**config.mk**
```make
export PLATFORM = sky130hd
export DESIGN_NAME = icache_dm_flat
export DESIGN_NICKNAME = d
export VERILOG_FILES = /design/src/rtl/icache_pkg.sv /design/src/rtl/icache_dm_if.sv /design/src/rtl/icache_tag_store.sv /design/src/rtl/icache_dm.sv /design/src/flat_wrapper.sv
export SDC_FILE = /design/constraint.sdc
export NUM_CORES = 2
export LEC_CHECK = 0
export ABC_AREA = 0
export BUFFER_PORTS_ARGS = -buffer_cell sky130_fd_sc_hd__buf_2
export CAP_MARGIN = 30
export CELL_PAD_IN_SITES_DETAIL_PLACEMENT = 0
export CELL_PAD_IN_SITES_GLOBAL_PLACEMENT = 1
export CORE_ASPECT_RATIO = 0.6
export CORE_MARGIN = 10
export CORE_UTILIZATION = 45
export CTS_CLUSTER_SIZE = 8
export DETAILED_ROUTE_END_ITERATION = 16
export PLACE_DENSITY_LB_ADDON = 0.05
export SLEW_MARGIN = 20
export SYNTH_ARGS = -nofsm -noshare
export SYNTH_HDL_FRONTEND = slang
export SYNTH_SLANG_ARGS = --single-unit
```
**constraint.sdc**
```tcl
create_clock -name clk -period 7.8 [get_ports clk]
set_clock_uncertainty 0.05 [all_clocks]
set_input_delay 1.56 -clock clk [delete_from_list [all_inputs] [get_ports clk]]
set_output_delay 1.56 -clock clk [all_outputs]
set_load 0.01 [all_outputs]
```
**src/rtl/icache_pkg.sv**
```systemverilog
// Shared types, default geometry and address-field helpers for the
// direct-mapped instruction cache.
package icache_pkg;

  // Cache controller states.
  typedef enum logic [2:0] {
    IDLE,
    LOOKUP,
    REFILL,
    WAIT,
    RESPOND
  } state_e;

  // Default geometry; the top-level parameters start from these values.
  localparam int NUM_LINES_DEF      = 16;
  localparam int WORDS_PER_LINE_DEF = 4;

  // Field boundaries for the default geometry.
  localparam int OB    = 2 + $clog2(WORDS_PER_LINE_DEF);
  localparam int IB    = $clog2(NUM_LINES_DEF);
  localparam int TAG_W = 32 - OB - IB;

  // Word offset within a line: bits [ob-1:2].
  function automatic logic [31:0] addr_offset(input logic [31:0] addr, input int ob);
    return (addr >> 2) & ((32'd1 << (ob - 2)) - 32'd1);
  endfunction

  // Line index: bits [ob+ib-1:ob].
  function automatic logic [31:0] addr_index(input logic [31:0] addr, input int ob,
                                             input int ib);
    return (addr >> ob) & ((32'd1 << ib) - 32'd1);
  endfunction

  // Tag: everything above the index field.
  function automatic logic [31:0] addr_tag(input logic [31:0] addr, input int tag_lsb);
    return addr >> tag_lsb;
  endfunction

endpackage

```
**src/rtl/icache_dm_if.sv**
```systemverilog
// Bundle of fetch-side, memory-side, flush and statistics signals of the
// instruction cache. The slave view is the cache itself; the master view is
// whatever surrounds it (fetch stage plus backing memory).
interface icache_dm_if;
  logic        req_valid;
  logic [31:0] req_addr;
  logic        req_ready;
  logic        rsp_valid;
  logic [31:0] rsp_instr;
  logic        rsp_err;
  logic        flush;
  logic        mem_req_valid;
  logic [31:0] mem_req_addr;
  logic        mem_req_ready;
  logic        mem_rsp_valid;
  logic [31:0] mem_rsp_data;
  logic [31:0] hit_cnt;
  logic [31:0] miss_cnt;

  modport slave (
    input  req_valid, req_addr, flush, mem_req_ready, mem_rsp_valid, mem_rsp_data,
    output req_ready, rsp_valid, rsp_instr, rsp_err, mem_req_valid, mem_req_addr,
           hit_cnt, miss_cnt
  );

  modport master (
    output req_valid, req_addr, flush, mem_req_ready, mem_rsp_valid, mem_rsp_data,
    input  req_ready, rsp_valid, rsp_instr, rsp_err, mem_req_valid, mem_req_addr,
           hit_cnt, miss_cnt
  );
endinterface

```
**src/rtl/icache_tag_store.sv**
```systemverilog
// Valid bits and tags for every cache line, with a combinational hit check
// and a whole-cache invalidate.
module icache_tag_store
  import icache_pkg::*;
#(
  parameter int NUM_LINES = NUM_LINES_DEF,
  parameter int IB_W      = IB,
  parameter int TAG_W_P   = TAG_W
) (
  input  logic               clk,
  input  logic               rst,
  input  logic               clear_all,
  input  logic [IB_W-1:0]    lookup_idx,
  input  logic [TAG_W_P-1:0] lookup_tag,
  output logic               hit,
  input  logic               wr_en,
  input  logic [IB_W-1:0]    wr_idx,
  input  logic [TAG_W_P-1:0] wr_tag
);

  logic [NUM_LINES-1:0] valid_q, valid_d;
  logic [TAG_W_P-1:0]   tag_q [NUM_LINES];
  logic [TAG_W_P-1:0]   tag_d [NUM_LINES];

  // Lookup reads the registered state, so a clear in this cycle does not
  // affect the hit seen in this cycle.
  assign hit = valid_q[lookup_idx] && (tag_q[lookup_idx] == lookup_tag);

  // Next valid/tag state: invalidate everything, then apply a line fill.
  always_comb begin
    valid_d = valid_q;
    tag_d   = tag_q;
    if (clear_all) begin
      valid_d = '0;
    end
    if (wr_en) begin
      valid_d[wr_idx] = 1'b1;
      tag_d[wr_idx]   = wr_tag;
    end
  end

  // Valid bits are the only state that needs a defined reset value.
  always_ff @(posedge clk) begin
    if (rst) begin
      valid_q <= '0;
    end else begin
      valid_q <= valid_d;
    end
  end

  // Tags are meaningless while their valid bit is clear, so they are not reset.
  always_ff @(posedge clk) begin
    tag_q <= tag_d;
  end

endmodule

```
**src/rtl/icache_dm.sv**
```systemverilog
// Direct-mapped RV32I instruction cache: one-cycle hits, whole-line refill
// with a single outstanding memory read, fence.i flush and hit/miss counters.
module icache_dm
  import icache_pkg::*;
#(
  parameter int NUM_LINES      = NUM_LINES_DEF,
  parameter int WORDS_PER_LINE = WORDS_PER_LINE_DEF
) (
  input  logic        clk,
  input  logic        rst,
  icache_dm_if.slave  bus
);

  localparam int OFF_W   = $clog2(WORDS_PER_LINE);
  localparam int OB_L    = 2 + OFF_W;
  localparam int IB_L    = $clog2(NUM_LINES);
  localparam int TAG_W_L = 32 - OB_L - IB_L;
  localparam int DEPTH   = NUM_LINES * WORDS_PER_LINE;
  localparam int DA_W    = IB_L + OFF_W;

  state_e            state_q, state_d;
  logic [31:0]       addr_q, addr_d;
  logic [OFF_W-1:0]  beat_q, beat_d;
  logic              flush_pend_q, flush_pend_d;
  logic [31:0]       hit_cnt_q, hit_cnt_d;
  logic [31:0]       miss_cnt_q, miss_cnt_d;
  logic [31:0]       data_q [DEPTH];
  logic [31:0]       data_d [DEPTH];

  logic [IB_L-1:0]    req_idx;
  logic [TAG_W_L-1:0] req_tag;
  logic [OFF_W-1:0]   req_off;
  logic               misaligned;
  logic               hit;
  logic [DA_W-1:0]    rd_addr;
  logic [DA_W-1:0]    wr_addr;

  logic               tag_clear;
  logic               tag_wr;
  logic               data_wr;
  logic               req_ready_c;
  logic               rsp_valid_c;
  logic               rsp_err_c;
  logic [31:0]        rsp_instr_c;
  logic               mem_req_valid_c;
  logic [31:0]        mem_req_addr_c;

  assign req_idx    = IB_L'(addr_index(addr_q, OB_L, IB_L));
  assign req_tag    = TAG_W_L'(addr_tag(addr_q, OB_L + IB_L));
  assign req_off    = OFF_W'(addr_offset(addr_q, OB_L));
  assign misaligned = (addr_q[1:0] != 2'b00);
  assign rd_addr    = {req_idx, req_off};
  assign wr_addr    = {req_idx, beat_q};

  icache_tag_store #(
    .NUM_LINES (NUM_LINES),
    .IB_W      (IB_L),
    .TAG_W_P   (TAG_W_L)
  ) u_tag_store (
    .clk        (clk),
    .rst        (rst),
    .clear_all  (tag_clear),
    .lookup_idx (req_idx),
    .lookup_tag (req_tag),
    .hit        (hit),
    .wr_en      (tag_wr),
    .wr_idx     (req_idx),
    .wr_tag     (req_tag)
  );

  // Controller: next state, counters, response and memory-request outputs.
  always_comb begin
    state_d         = state_q;
    addr_d          = addr_q;
    beat_d          = beat_q;
    flush_pend_d    = flush_pend_q;
    hit_cnt_d       = hit_cnt_q;
    miss_cnt_d      = miss_cnt_q;
    tag_clear       = 1'b0;
    tag_wr          = 1'b0;
    data_wr         = 1'b0;
    req_ready_c     = 1'b0;
    rsp_valid_c     = 1'b0;
    rsp_err_c       = 1'b0;
    rsp_instr_c     = 32'd0;
    mem_req_valid_c = 1'b0;
    mem_req_addr_c  = 32'd0;

    case (state_q)
      IDLE: begin
        req_ready_c = 1'b1;
        tag_clear   = bus.flush;
        if (bus.req_valid) begin
          addr_d  = bus.req_addr;
          state_d = LOOKUP;
        end
      end

      LOOKUP: begin
        tag_clear = bus.flush;
        if (misaligned || hit) begin
          rsp_valid_c = 1'b1;
          req_ready_c = 1'b1;
          if (misaligned) begin
            rsp_err_c = 1'b1;
          end else begin
            rsp_instr_c = data_q[rd_addr];
            hit_cnt_d   = hit_cnt_q + 32'd1;
          end
          if (bus.req_valid) begin
            addr_d  = bus.req_addr;
            state_d = LOOKUP;
          end else begin
            state_d = IDLE;
          end
        end else begin
          miss_cnt_d = miss_cnt_q + 32'd1;
          beat_d     = '0;
          state_d    = REFILL;
        end
      end

      REFILL: begin
        flush_pend_d    = flush_pend_q | bus.flush;
        mem_req_valid_c = 1'b1;
        mem_req_addr_c  = {addr_q[31:OB_L], beat_q, 2'b00};
        if (bus.mem_req_ready) begin
          state_d = WAIT;
        end
      end

      WAIT: begin
        flush_pend_d = flush_pend_q | bus.flush;
        if (bus.mem_rsp_valid) begin
          data_wr = 1'b1;
          if (beat_q == OFF_W'(WORDS_PER_LINE - 1)) begin
            tag_wr  = 1'b1;
            state_d = RESPOND;
          end else begin
            beat_d  = beat_q + 1'b1;
            state_d = REFILL;
          end
        end
      end

      RESPOND: begin
        rsp_valid_c  = 1'b1;
        rsp_instr_c  = data_q[rd_addr];
        tag_clear    = flush_pend_q | bus.flush;
        flush_pend_d = 1'b0;
        state_d      = IDLE;
      end

      default: begin
        state_d = IDLE;
      end
    endcase
  end

  // Returning data lands in the line slot selected by the current beat.
  always_comb begin
    data_d = data_q;
    if (data_wr) begin
      data_d[wr_addr] = bus.mem_rsp_data;
    end
  end

  // Control state and statistics.
  always_ff @(posedge clk) begin
    if (rst) begin
      state_q      <= IDLE;
      addr_q       <= 32'd0;
      beat_q       <= '0;
      flush_pend_q <= 1'b0;
      hit_cnt_q    <= 32'd0;
      miss_cnt_q   <= 32'd0;
    end else begin
      state_q      <= state_d;
      addr_q       <= addr_d;
      beat_q       <= beat_d;
      flush_pend_q <= flush_pend_d;
      hit_cnt_q    <= hit_cnt_d;
      miss_cnt_q   <= miss_cnt_d;
    end
  end

  // Instruction words; validity is tracked by the tag store, so no reset.
  always_ff @(posedge clk) begin
    data_q <= data_d;
  end

  assign bus.req_ready     = req_ready_c & ~rst;
  assign bus.rsp_valid     = rsp_valid_c;
  assign bus.rsp_err       = rsp_err_c;
  assign bus.rsp_instr     = rsp_instr_c;
  assign bus.mem_req_valid = mem_req_valid_c;
  assign bus.mem_req_addr  = mem_req_addr_c;
  assign bus.hit_cnt       = hit_cnt_q;
  assign bus.miss_cnt      = miss_cnt_q;

endmodule

```
**src/flat_wrapper.sv**
```systemverilog
// flat-port wrapper written by rule: the top's interface ports become plain ports
module icache_dm_flat import icache_pkg::*;
#(
  parameter int NUM_LINES      = NUM_LINES_DEF,
  parameter int WORDS_PER_LINE = WORDS_PER_LINE_DEF
)
  (clk, rst, bus_req_valid, bus_req_addr, bus_flush, bus_mem_req_ready, bus_mem_rsp_valid, bus_mem_rsp_data, bus_req_ready, bus_rsp_valid, bus_rsp_instr, bus_rsp_err, bus_mem_req_valid, bus_mem_req_addr, bus_hit_cnt, bus_miss_cnt);
  icache_dm_if bus_i ();
  input  logic clk;
  input  logic rst;
  input wire logic [$bits(bus_i.req_valid)-1:0] bus_req_valid;
  input wire logic [$bits(bus_i.req_addr)-1:0] bus_req_addr;
  input wire logic [$bits(bus_i.flush)-1:0] bus_flush;
  input wire logic [$bits(bus_i.mem_req_ready)-1:0] bus_mem_req_ready;
  input wire logic [$bits(bus_i.mem_rsp_valid)-1:0] bus_mem_rsp_valid;
  input wire logic [$bits(bus_i.mem_rsp_data)-1:0] bus_mem_rsp_data;
  output wire logic [$bits(bus_i.req_ready)-1:0] bus_req_ready;
  output wire logic [$bits(bus_i.rsp_valid)-1:0] bus_rsp_valid;
  output wire logic [$bits(bus_i.rsp_instr)-1:0] bus_rsp_instr;
  output wire logic [$bits(bus_i.rsp_err)-1:0] bus_rsp_err;
  output wire logic [$bits(bus_i.mem_req_valid)-1:0] bus_mem_req_valid;
  output wire logic [$bits(bus_i.mem_req_addr)-1:0] bus_mem_req_addr;
  output wire logic [$bits(bus_i.hit_cnt)-1:0] bus_hit_cnt;
  output wire logic [$bits(bus_i.miss_cnt)-1:0] bus_miss_cnt;
  assign bus_i.req_valid = bus_req_valid;
  assign bus_i.req_addr = bus_req_addr;
  assign bus_i.flush = bus_flush;
  assign bus_i.mem_req_ready = bus_mem_req_ready;
  assign bus_i.mem_rsp_valid = bus_mem_rsp_valid;
  assign bus_i.mem_rsp_data = bus_mem_rsp_data;
  assign bus_req_ready = bus_i.req_ready;
  assign bus_rsp_valid = bus_i.rsp_valid;
  assign bus_rsp_instr = bus_i.rsp_instr;
  assign bus_rsp_err = bus_i.rsp_err;
  assign bus_mem_req_valid = bus_i.mem_req_valid;
  assign bus_mem_req_addr = bus_i.mem_req_addr;
  assign bus_hit_cnt = bus_i.hit_cnt;
  assign bus_miss_cnt = bus_i.miss_cnt;
  icache_dm #(.NUM_LINES(NUM_LINES), .WORDS_PER_LINE(WORDS_PER_LINE)) u_core (.clk(clk), .rst(rst), .bus(bus_i));
endmodule
```
==> results.toml <==
[synthesis]
async_flop_share = 0
yosysSeqAreaShare = 0.757
synth-edff-count = 2432
synth_area_leaders = "edfxtp_1, mux4_2, dfxtp_1, mux2i_1, nor2_1"
ys_ff_latch = 2550
synth_top_area_frac = 0.733
avgSynthCellArea_sq_um = 21.2
synthCells = 4689
synth_top_family_by_area = "multiplexers"
synthFlopType = "edfxtp_1"
muxShareOfSynthArea = 0.176
yosysTopAreaCell = "edfxtp_1"
synth-compound-area-share = 0.0204
synth_xor_area_frac = 0.00132
synthAdderAreaFrac = 0.000377
ys_types = 73
synth_warnings = 0
synth_area_sq_um = 99600
synth-simple-area-share = 0.0319

[routing]
drcViolationCount = 0
first_pass_iters = 5
via_count = 52100
wl_per_cell_um = 38.5
routed_via_density = 6.36
wirelength_um = 315000
postRouteAntennaNets = 0
first_iter_violations = 7651

[sta]
hold_viol = 0
post-route-min-period_ns = 7.34
slew_viol_final = 0
fmax_mhz = 136
fin_ws_ns = 0.459
setup-violations-final = 0
worst_slew_pin_slew_ns = 1.06
max_slew_margin = 0.296
rsz0062_at_grt = "no"
fin_tns_setup_ns = 0
period_share = 0.941

[clocking]
tritoncts = "done"
clk_latency_ns = 0.86
clkSlewWorstSetupHoldPaths_ns = 0.05
cts_sinks = 2550
postCtsHoldBufs = 0
clock_path_buffers = 4
cts_buffers = 360
cts.htree.levels = 5
postCtsSetupBuffers = 0
cts-resized-gates = 0
cts_root_buf = "clkbuf_16"

[setup_path]
critPathKind = "register to output port"
cp_data_required_time_ns = 6.19
rrSetupSlack_ns = 2.07
start_kind = "register"
endpoint_kind = "output port"
rr_worst_depth = 11
cp_max_fo = 47
worst_ep_arrival_time_ns = 5.73

[power]
combPwrFrac = 0.069
p_sw_uw = 6870
ir_drop_mv = 0.170
seq_power_share = 0.487
pwr-share-clk = 0.444
p_leak_uw = 0.0364
sw_frac_of_total = 0.221
intPower_uw = 24200
power.density_nw_per_um2 = 268

[global_routing]
grt_first_pass_wirelength_um = 428000
track_usage = 0.256
antenna_found_initial = 31
grt_pass1_vias = 50600
gr-total-overflow = 0
grt_max_degree = 105

[floorplanning]
fp.dieArea_sq_um = 241000
die_h_um = 384
rows = 133
pin_count = 202
start_util = 0.454
coreArea_sq_um = 220000
die_w_um = 627

[run_status]
outcome = "finished, final reports clean"

[place]
io_buffers = 199
dp_hpwl_um = 183000
gp_congestion = 0.800
preCtsSetupSlack_ns = 1.42

[finish]
drive_gt1_frac = 0.313
fin_nets = 5300
area_growth_pct = 16.5

[flow_run]
maxCapViolCount = 0

[worst_hold_path]
hold_depth = 2
hp-class = "register to register"
[registers in the layout, summed over array words and instances (netlist names)]
register / flops
u_core.data_q: 2048
u_core.u_tag_store.tag_q: 384
u_core.addr_q: 32
u_core.bus.hit_cnt: 32
u_core.bus.miss_cnt: 32
u_core.u_tag_store.valid_q: 16
u_core.state_q: 3
u_core.beat_q: 2
u_core.flush_pend_q: 1
[path summary, 6_finish.rpt]
| check | start | end |
|---|---|---|
| max | u_core.addr_q[4] | bus_rsp_instr[27] |
| min | u_core.bus.miss_cnt[9] | u_core.bus.miss_cnt[9] |
| max reg2reg | u_core.addr_q[4] | u_core.addr_q[5] |
| min reg2reg | u_core.bus.miss_cnt[9] | u_core.bus.miss_cnt[9] |
[power groups by stage]
stage,sequential [uW],clock [uW],combinational (uW)
CTS,15100,14000,2140
finish,15100,13800,2160
global route,15100,14600,2270
global placement,15400,0,2120
floorplan,15400,0,1260
detailed placement,15400,0,2140
[cell usage after synthesis (8+ instances only)]
cell type  number
edfxtp_1     2432
mux4_2        677
nor2_1        191
mux2i_1       173
clkbuf_1      154
dfxtp_1       118
nand2_1        94
a21oi_1        80
nand2b_1       80
nor2b_1        58
o21ai_0        57
and3_1         47
buf_2          45
nand3_1        43
buf_1          42
mux2_2         42
a22oi_1        33
inv_1          28
nor3_1         27
a221oi_1       19
a22o_1         17
nand4_1        14
and2_1         13
or3_1          13
a31oi_1        12
buf_4          12
buf_6          12
nor4_1         11
xnor2_1        10
a31o_2          8
or4_1           8
[critical path, stage by stage, from the launching register on]
cell and delay, ns:
dfxtp_4 0.62, buf_12 0.36, nor2b_1 0.43, a22oi_1 0.21
a21o_1 0.19, a221oi_1 0.44, a31oi_1 0.29, or4_4 0.64
nor4_4 0.79, a21boi_4 0.10, buf_4 0.33, a21oi_1 0.20
buf_2 0.16
[area by class of cell]
type | count | area, sq um
clock inverter | 15 | 190
fill | 17000 | 104000
multi-input combinational | 1844 | 23500
timing repair buffer | 443 | 3850
tap | 2902 | 3630
inverter | 28 | 105
clock buffer | 406 | 9330
antenna | 1 | 2.50
sequential | 2550 | 75400
[routing by layer]
layer | GRT usage | share of wire | vias up | routed length [um]
li1 | - | - | 20600 | -
met1 | 0.398 | 0.45 | 28200 | 141000
met2 | 0.341 | 0.41 | 2826 | 129000
met3 | 0.0908 | 0.12 | 430 | 36600
met4 | 0.0687 | 0.027 | 8 | 8440
met5 | 0 | 0.00017 | - | 54
[cells in the final DEF, fill, tap and decap left out, types with 17 or more instances in the layout]
master / n
a22o_1: 17
edfxtp_1: 2432
buf_2: 197
nor3_1: 20
a221oi_1: 19
nand3_1: 43
nand2b_1: 80
nor2_4: 70
buf_12: 58
mux4_2: 677
a21oi_1: 80
mux2i_1: 173
dfxtp_1: 112
mux2_2: 42
a22oi_1: 33
and3_1: 46
inv_1: 27
nor2_1: 121
o21ai_0: 56
nand2_1: 94
buf_4: 171
clkbuf_16: 367
nor2b_1: 54
clkbuf_1: 39
[logic make-up (layout without fill, tap and decap cells)]
| group | count (synthesis) | count (layout) |
|---|---|---|
| AND/OR/NAND/NOR | 626 | 626 |
| AO/OA/AOI/OAI | 303 | 303 |
| adder cells (fa/ha/maj) | 3 | 3 |
| multiplexers | 895 | 895 |
| flip-flops | 2550 | 2550 |
| other | 1 | 3 |
| XOR/XNOR | 15 | 15 |
| buffers and inverters | 296 | 892 |
[metrics by stage]
step,hold slack [ns],instance area (sq um),std cells,utilization,power (uW)
2_1_floorplan,0.401,99600,4690,-,16600
3_3_place_gp,0.413,105000,7712,0.480,17500
3_5_place_dp,0.426,106000,7745,0.483,17500
4_1_cts,0.438,116000,8166,0.526,31300
5_1_grt,0.456,116000,8189,0.528,32000
6_report,0.434,116000,8189,0.528,31100
Note: power is estimated with default switching activity, not from simulation.
